<file path="src/rtl/seg_adder.sv">
// Multi-cycle segmented adder/subtractor: adds one CHUNK_W-bit slice per cycle,
// LSB first, with the inter-slice carry held in a register.
package calculator_pkg;
    localparam int unsigned DATA_W = 32;
endpackage

module seg_adder #(
    parameter int unsigned DATA_W  = calculator_pkg::DATA_W,
    parameter int unsigned CHUNK_W = 8
) (
    input  logic              clk_i,
    input  logic              rst_ni,
    input  logic              valid_i,
    output logic              ready_o,
    input  logic [DATA_W-1:0] a_i,
    input  logic [DATA_W-1:0] b_i,
    input  logic              sub_i,
    input  logic              carry_i,
    output logic              valid_o,
    input  logic              ready_i,
    output logic [DATA_W-1:0] sum_o,
    output logic              carry_o,
    output logic              overflow_o
);

    localparam int unsigned NUM_CHUNKS = DATA_W / CHUNK_W;
    localparam int unsigned CNT_W      = (NUM_CHUNKS > 1) ? $clog2(NUM_CHUNKS) : 1;

    if ((DATA_W % CHUNK_W) != 0) begin : g_bad_chunk
        $error("seg_adder: CHUNK_W must divide DATA_W exactly");
    end

    typedef enum logic [1:0] {IDLE, CALC, DONE} state_t;

    state_t                               state;
    logic [NUM_CHUNKS-1:0][CHUNK_W-1:0]   a_q;
    logic [NUM_CHUNKS-1:0][CHUNK_W-1:0]   b_q;
    logic [NUM_CHUNKS-1:0][CHUNK_W-1:0]   sum_q;
    logic                                 carry_q;
    logic                                 carry_out_q;
    logic                                 overflow_q;
    logic [CNT_W-1:0]                     cnt;

    logic [CHUNK_W-1:0] slice_a;
    logic [CHUNK_W-1:0] slice_b;
    logic [CHUNK_W:0]   chunk_sum;
    logic               msb_cin;

    // Current slice addition; carry into the slice MSB recovered from the sum bit.
    always_comb begin
        slice_a   = a_q[cnt];
        slice_b   = b_q[cnt];
        chunk_sum = {1'b0, slice_a} + {1'b0, slice_b} + (CHUNK_W+1)'(carry_q);
        msb_cin   = chunk_sum[CHUNK_W-1] ^ slice_a[CHUNK_W-1] ^ slice_b[CHUNK_W-1];
    end

    always_ff @(posedge clk_i or negedge rst_ni) begin
        if (!rst_ni) begin
            state       <= IDLE;
            a_q         <= '0;
            b_q         <= '0;
            sum_q       <= '0;
            carry_q     <= 1'b0;
            carry_out_q <= 1'b0;
            overflow_q  <= 1'b0;
            cnt         <= '0;
        end else begin
            case (state)
                IDLE: begin
                    if (valid_i) begin
                        a_q     <= a_i;
                        b_q     <= sub_i ? ~b_i : b_i;
                        carry_q <= sub_i | carry_i;
                        cnt     <= '0;
                        state   <= CALC;
                    end
                end
                CALC: begin
                    sum_q[cnt] <= chunk_sum[CHUNK_W-1:0];
                    carry_q    <= chunk_sum[CHUNK_W];
                    cnt        <= cnt + CNT_W'(1);
                    if (cnt == CNT_W'(NUM_CHUNKS - 1)) begin
                        carry_out_q <= chunk_sum[CHUNK_W];
                        overflow_q  <= msb_cin ^ chunk_sum[CHUNK_W];
                        state       <= DONE;
                    end
                end
                DONE: begin
                    if (ready_i) begin
                        state <= IDLE;
                    end
                end
                default: state <= IDLE;
            endcase
        end
    end

    assign ready_o    = (state == IDLE);
    assign valid_o    = (state == DONE);
    assign sum_o      = sum_q;
    assign carry_o    = carry_out_q;
    assign overflow_o = overflow_q;

endmodule

</file>
<file path="config.mk">
export PLATFORM = sky130hd
export DESIGN_NAME = seg_adder
export DESIGN_NICKNAME = d
export VERILOG_FILES = /design/src/rtl/seg_adder.sv
export SDC_FILE = /design/constraint.sdc
export NUM_CORES = 1
export LEC_CHECK = 0
export CAP_MARGIN = 20
export CORE_MARGIN = 1
export CORE_UTILIZATION = 30
export CTS_CLUSTER_SIZE = 14
export DETAILED_ROUTE_END_ITERATION = 6
export SLEW_MARGIN = 20
export SYNTH_ARGS = -nofsm -noshare
export SYNTH_HDL_FRONTEND = slang
export SYNTH_SLANG_ARGS = --single-unit
</file>
<file path="constraint.sdc">
create_clock -name clk_i -period 3.2 [get_ports clk_i]
set_clock_uncertainty 0.2 [all_clocks]
set_input_delay 0.64 -clock clk_i [delete_from_list [all_inputs] [get_ports clk_i]]
set_output_delay 0.64 -clock clk_i [all_outputs]
set_load 0.02 [all_outputs]
</file>
Yosys cells after proc, flatten, opt, wreduce, memory -nomap -nowiden
Index checks and enable logic that the tools add are counted.
{"block": "classes", "addsub": 3, "n_lt_le_gt_ge": 2, "eq_ne": 6, "mux": 16, "bitwise": 5, "n_reduce_logical": 7}
{"operator": "8-bit binary-select mux with 2-bit select", "n": 2}
{"operator": "32-bit bitwise mux", "n": 1}
{"operator": "32-bit two-way mux", "n": 1}
{"operator": "32-bit NOT", "n": 1}
{"operator": "8-bit two-way mux", "n": 3}
{"operator": "8-bit demux with 2-bit select", "n": 1}
{"operator": "8-bit by 8-bit adder with 9-bit output", "n": 1}
{"operator": "9-bit by 1-bit adder with 9-bit output", "n": 1}
{"operator": "2-bit two-way mux", "n": 4}
{"operator": "2-bit one-hot mux with 3 select lines", "n": 1}
{"operator": "2-bit AND reduction", "n": 3}
{"operator": "2-bit equality test, second input constant", "n": 2}
{"operator": "2-bit != test, second input constant", "n": 2}
{"operator": "2-bit one-hot mux with 2 select lines", "n": 1}
{"operator": "2-bit by 3-bit < comparator with 1-bit output, second input constant", "n": 1}
{"operator": "3-bit AND reduction", "n": 1}
{"operator": "1-bit XOR", "n": 3}
{"operator": "2-bit by 1-bit adder with 2-bit output, second input constant", "n": 1}
{"operator": "2-bit by 1-bit equality test with 1-bit output, second input constant", "n": 1}
{"operator": "2-bit by 1-bit greater-or-equal comparator with 1-bit output, second input constant", "n": 1}
{"operator": "2-bit logical NOT", "n": 1}
{"operator": "2-bit by 1-bit != test with 1-bit output, second input constant", "n": 1}
{"operator": "1-bit one-hot mux with 2 select lines", "n": 1}
{"operator": "2-bit nonzero test", "n": 1}
{"operator": "other kinds (3)", "n": 3}
{"block": "totals", "reg_bits": 103, "in_bits": 70, "output_inout_bits": 36, "word_cells": 56}

Depth between registers and ports, before layout
Gate-level depths: netlist of the first run.
{"block": "logic_depth", "word_depth": 7, "ltp_mapped": 11}

Worst setup path after synthesis of the first run
OpenSTA, ideal clock, no wires.
{"block": "synth_path", "path_type": "register to register", "from": "register cnt[0]", "to": "register overflow_q (netlist: overflow_o)", "arrival_time_ps": 3206, "t_required_ps": 2931, "path_slack_ps": -275, "stages_incl_launch_ff": 11, "n_path_buf": 2, "period_less_slack_ps": 3475, "cell_sequence": "dfrtp_1 > buf_6 > buf_1 > mux4_2 > ha_1 > a21oi_1 > nor2b_1 > o31a_1 > a311o_1 > or4_1 > nand3_1"}
{"block": "synth_via", "elab_chain_len": 7}
{"item": "start: declaration", "line_no": "42", "text": "logic [CNT_W-1:0] cnt;"}
{"item": "start signal: assignment", "line_no": "81", "text": "cnt <= cnt + CNT_W'(1);"}
{"item": "8-bit binary-select mux with 2-bit select, on equally long branches", "line_no": "51, 52"}
{"item": "8-bit two-way mux, on equally long branches", "line_no": "51, 52"}
{"item": "8-bit by 8-bit adder with 9-bit output", "line_no": "53", "text": "chunk_sum = {1'b0, slice_a} + {1'b0, slice_b} + (CHUNK_W+1)'(carry_q);"}
{"item": "9-bit by 1-bit adder with 9-bit output", "line_no": "53"}
{"item": "1-bit XOR (2 in a row)", "line_no": "54", "text": "msb_cin = chunk_sum[CHUNK_W-1] ^ slice_a[CHUNK_W-1] ^ slice_b[CHUNK_W-1];"}
{"item": "1-bit XOR", "line_no": "84", "text": "overflow_q <= msb_cin ^ chunk_sum[CHUNK_W];"}
{"item": "end signal: assignment", "line_no": "84"}
{"item": "end: declaration", "line_no": "41", "text": "logic overflow_q;"}
Several ways; a longest one is shown, not always the timed one. The select of a mux whose other input is x is not followed.
A chain may end at the register's enable or synchronous reset.

Worst setup path in the final report of the first run
Same ends and word-level chain as after synthesis.

==> results of run 1 <==
==> layout make-up <==
cell class                      instances  area [um^2]  area share
Sequential cell                       103         2580       0.391
Multi-Input combinational cell        339         2190       0.333
Timing Repair Buffer                  123         1230       0.186
Tap cell                              216          270      0.0410
Clock buffer                           12          246      0.0374
Clock inverter                          4         53.8     0.00816
Inverter                                6         22.5     0.00342
==> Yosys cell counts, types with 2 or more instances <==
cell type  number  area, um^2
o211ai_1        2        15.0
a21oi_1         3        15.0
nand2b_1        3        18.8
mux4_1          6         158
dfrtp_1       103        2580
xor2_1          4        35.0
nand2_1       165         619
fa_1            2        40.0
nor3_1          3        15.0
o21ai_0        62         310
and2_1          2        12.5
o21a_1          4        30.0
o31ai_1         5        37.5
inv_1           6        22.5
ha_1           11         138
nand3_1         4        20.0
nor2_1          4        15.0
clkbuf_1       24        90.1
mux4_2         10         225
nor2b_1         4        25.0
buf_1           3        11.3
xnor2_1        32         280
mux2_2          4        45.0
==> where the power goes <==
group	internal, uW	total, uW	switching (uW)	leakage [uW]
clock	631	1100	469	0.000139
combinational	2020	4340	2310	0.00146
sequential	1940	2330	391	0.00128
==> state kept, by name, summed over array words and instances, names as in the netlist <==
| name | flops |
|---|---|
| a_q | 32 |
| b_q | 32 |
| sum_o | 32 |
| cnt | 2 |
| state | 2 |
| carry_o | 1 |
| carry_q | 1 |
| overflow_o | 1 |
==> cells by family (layout without fill, tap and decap cells) <==
kind of cell	after synthesis	count (layout)	share of synthesized area
buffers and inverters	34	145	0.0279
multiplexers	20	20	0.0883
flip-flops	103	103	0.532
AND/OR/NAND/NOR	189	189	0.156
AO/OA/AOI/OAI	81	81	0.0935
adder cells (fa/ha/maj)	13	13	0.0367
XOR/XNOR	36	36	0.0651
==> critical path, cell delays in order (launching register included) <==
cell and delay (ps):
dfrtp_2 480, buf_6 170, mux4_2 550, ha_4 280, a21oi_1 180, nor2b_1 80
o31a_1 250, a311o_1 300, or4_1 500, nand3_1 90
==> repair_timing <==
item,in CTS,in global routing
pin swaps,0,5
buffers inserted,0,1
endpoints found under the setup margin,5,5
hold endpoints to repair,0,0
resized for setup,2,18
==> path summary, 6_finish.rpt <==
kind                                          start                     end  slack (ps)
min in group clk_i              a_q[27]$_DFFE_PN0P_     a_q[27]$_DFFE_PN0P_         280
worst max-delay path             cnt[0]$_DFFE_PN0P_  overflow_o$_DFFE_PN0P_          60
worst max register to register   cnt[0]$_DFFE_PN0P_  overflow_o$_DFFE_PN0P_          60
max in group asynchronous                    rst_ni      cnt[0]$_DFFE_PN0P_        1910
worst min-delay path                         rst_ni   sum_o[19]$_DFFE_PN0P_         180
worst min register to register  a_q[27]$_DFFE_PN0P_     a_q[27]$_DFFE_PN0P_         280
==> metrics by stage <==
stage	setup TNS (ps)	util	power [uW]	hold WS [ps]
5_1_grt	-18.8	0.416	8390	224
2_1_floorplan	0	-	4760	144
4_1_cts	0	0.412	7580	185
3_5_place_dp	-114	0.392	6420	261
3_3_place_gp	-36.5	0.392	6280	260
6_report	0	0.416	7770	176
==> layer usage <==
metal | global-route usage | up-vias | share of wire
met5 | 0 | - | 0
met1 | 0.189 | 1729 | 0.46
met3 | 0.0310 | 16 | 0.038
met4 | 0.0464 | 0 | 0.017
met2 | 0.250 | 91 | 0.48
li1 | - | 1789 | -
==> flow_metrics.env, run 1 <==
export IMPL_dp_slack_ps=-88.8
export IMPL_fin_ws_ps=59.5
export IMPL_startpoint_type="flip-flop"
export IMPL_grt_use_total=0.147
export IMPL_gp_congestion=0.819
export IMPL_drt_iter0_markers=164
export IMPL_fin_crit_ps=3140
export IMPL_netlist_instances=476
export IMPL_tightest_slew_ps=865
export IMPL_wirelength_um=11500
export IMPL_syn_avg_cell_area_um2=10.2
export IMPL_die_area_um2=16700
export IMPL_mostFrequentLayoutCells="nand2_1, clkdlybuf4s50_1, dfrtp_1, o21ai_0, xnor2_1"
export IMPL_status="finished, final reports clean"
export IMPL_peakVddDrop_mv=0.536
export IMPL_ys_seq_area_frac=0.532
export IMPL_final_common_cell="nand2_1"
export IMPL_powerDensity_nw_per_um2=1180
export IMPL_vias=3625
export IMPL_synth_top_flop_cell="dfrtp_1"
export IMPL_maxCapViolations=0
export IMPL_async_flop_share=1.00
export IMPL_syn_num_nets=559
export IMPL_tritoncts="done"
export IMPL_finalSetupViolCount=0
export IMPL_syn_to_final_growth_pct=36.1
export IMPL_synth_cell_area_um2=4840
export IMPL_worstPathArrival_ps=3220
export IMPL_hold_buffers=0
export IMPL_coreArea_um2=15800
export IMPL_io_pins=106
export IMPL_clockRootBuffer="clkbuf_16"
export IMPL_slew_viol_final=0
export IMPL_yosys_warnings=0
export IMPL_rr_worst_depth=9
export IMPL_initial_core_util=0.306
export IMPL_row_count=46
export IMPL_p_leak_uw=0.00288
export IMPL_final_fill_count=1540
export IMPL_synth_seq_cells=103
export IMPL_antenna_cells=0
export IMPL_timing_worst_setup_path_type="flip-flop to flip-flop"
export IMPL_yosysUniqueCellTypes=33
export IMPL_hold_class="primary input to async pin"
export IMPL_clk_latency_ps=350
export IMPL_die_width_um=129
export IMPL_endpoint_kind="flip-flop"
export IMPL_portBuffers=105
export IMPL_post_place_cells=786
export IMPL_die_y_um=129
export IMPL_grt_max_degree=100
export IMPL_placed_area_um2=6210
export IMPL_required_ps=3280
export IMPL_timing_final_crit_share=0.981
export IMPL_grt_pass1_wl_um=18500
export IMPL_routedWlPerCell_um=14.3
export IMPL_clock_path_buffers=2
export IMPL_max_freq_mhz=318
export IMPL_cts_clk_slew_worst_paths_ps=70
export IMPL_drtAntennaViolNets=0
export IMPL_fin_cells=803
export IMPL_clock_sinks=103
export IMPL_finalNetCount=665
export IMPL_antenna_found_initial=0
export IMPL_grt_pass1_vias=3682
export IMPL_drive_gt1_frac=0.116
export IMPL_drc=0
export IMPL_cts_buffers=9
export IMPL_slew_headroom=0.423
export IMPL_htree_levels=3
export IMPL_gr_total_overflow=0
export IMPL_drtPass1Iterations=6
export IMPL_hold_viol=0
export IMPL_final_cell_area_um2=6590
export IMPL_dp_hpwl_um=8650
export IMPL_via_per_inst=4.51
export IMPL_crit_fanout=8
export IMPL_synth_edf_count=0
Power figures use the tool's default switching activity.
==> run 2, diff against run 1 <==
--- a/config.mk
+++ b/config.mk
@@ -5,6 +5,7 @@
 export SDC_FILE = /design/constraint.sdc
 export NUM_CORES = 1
 export LEC_CHECK = 0
+export ABC_AREA = 0
 export CAP_MARGIN = 20
 export CORE_MARGIN = 1
 export CORE_UTILIZATION = 30
==> results of run 2 <==
Final layout, timing and power as in run 1 (identical DEF).
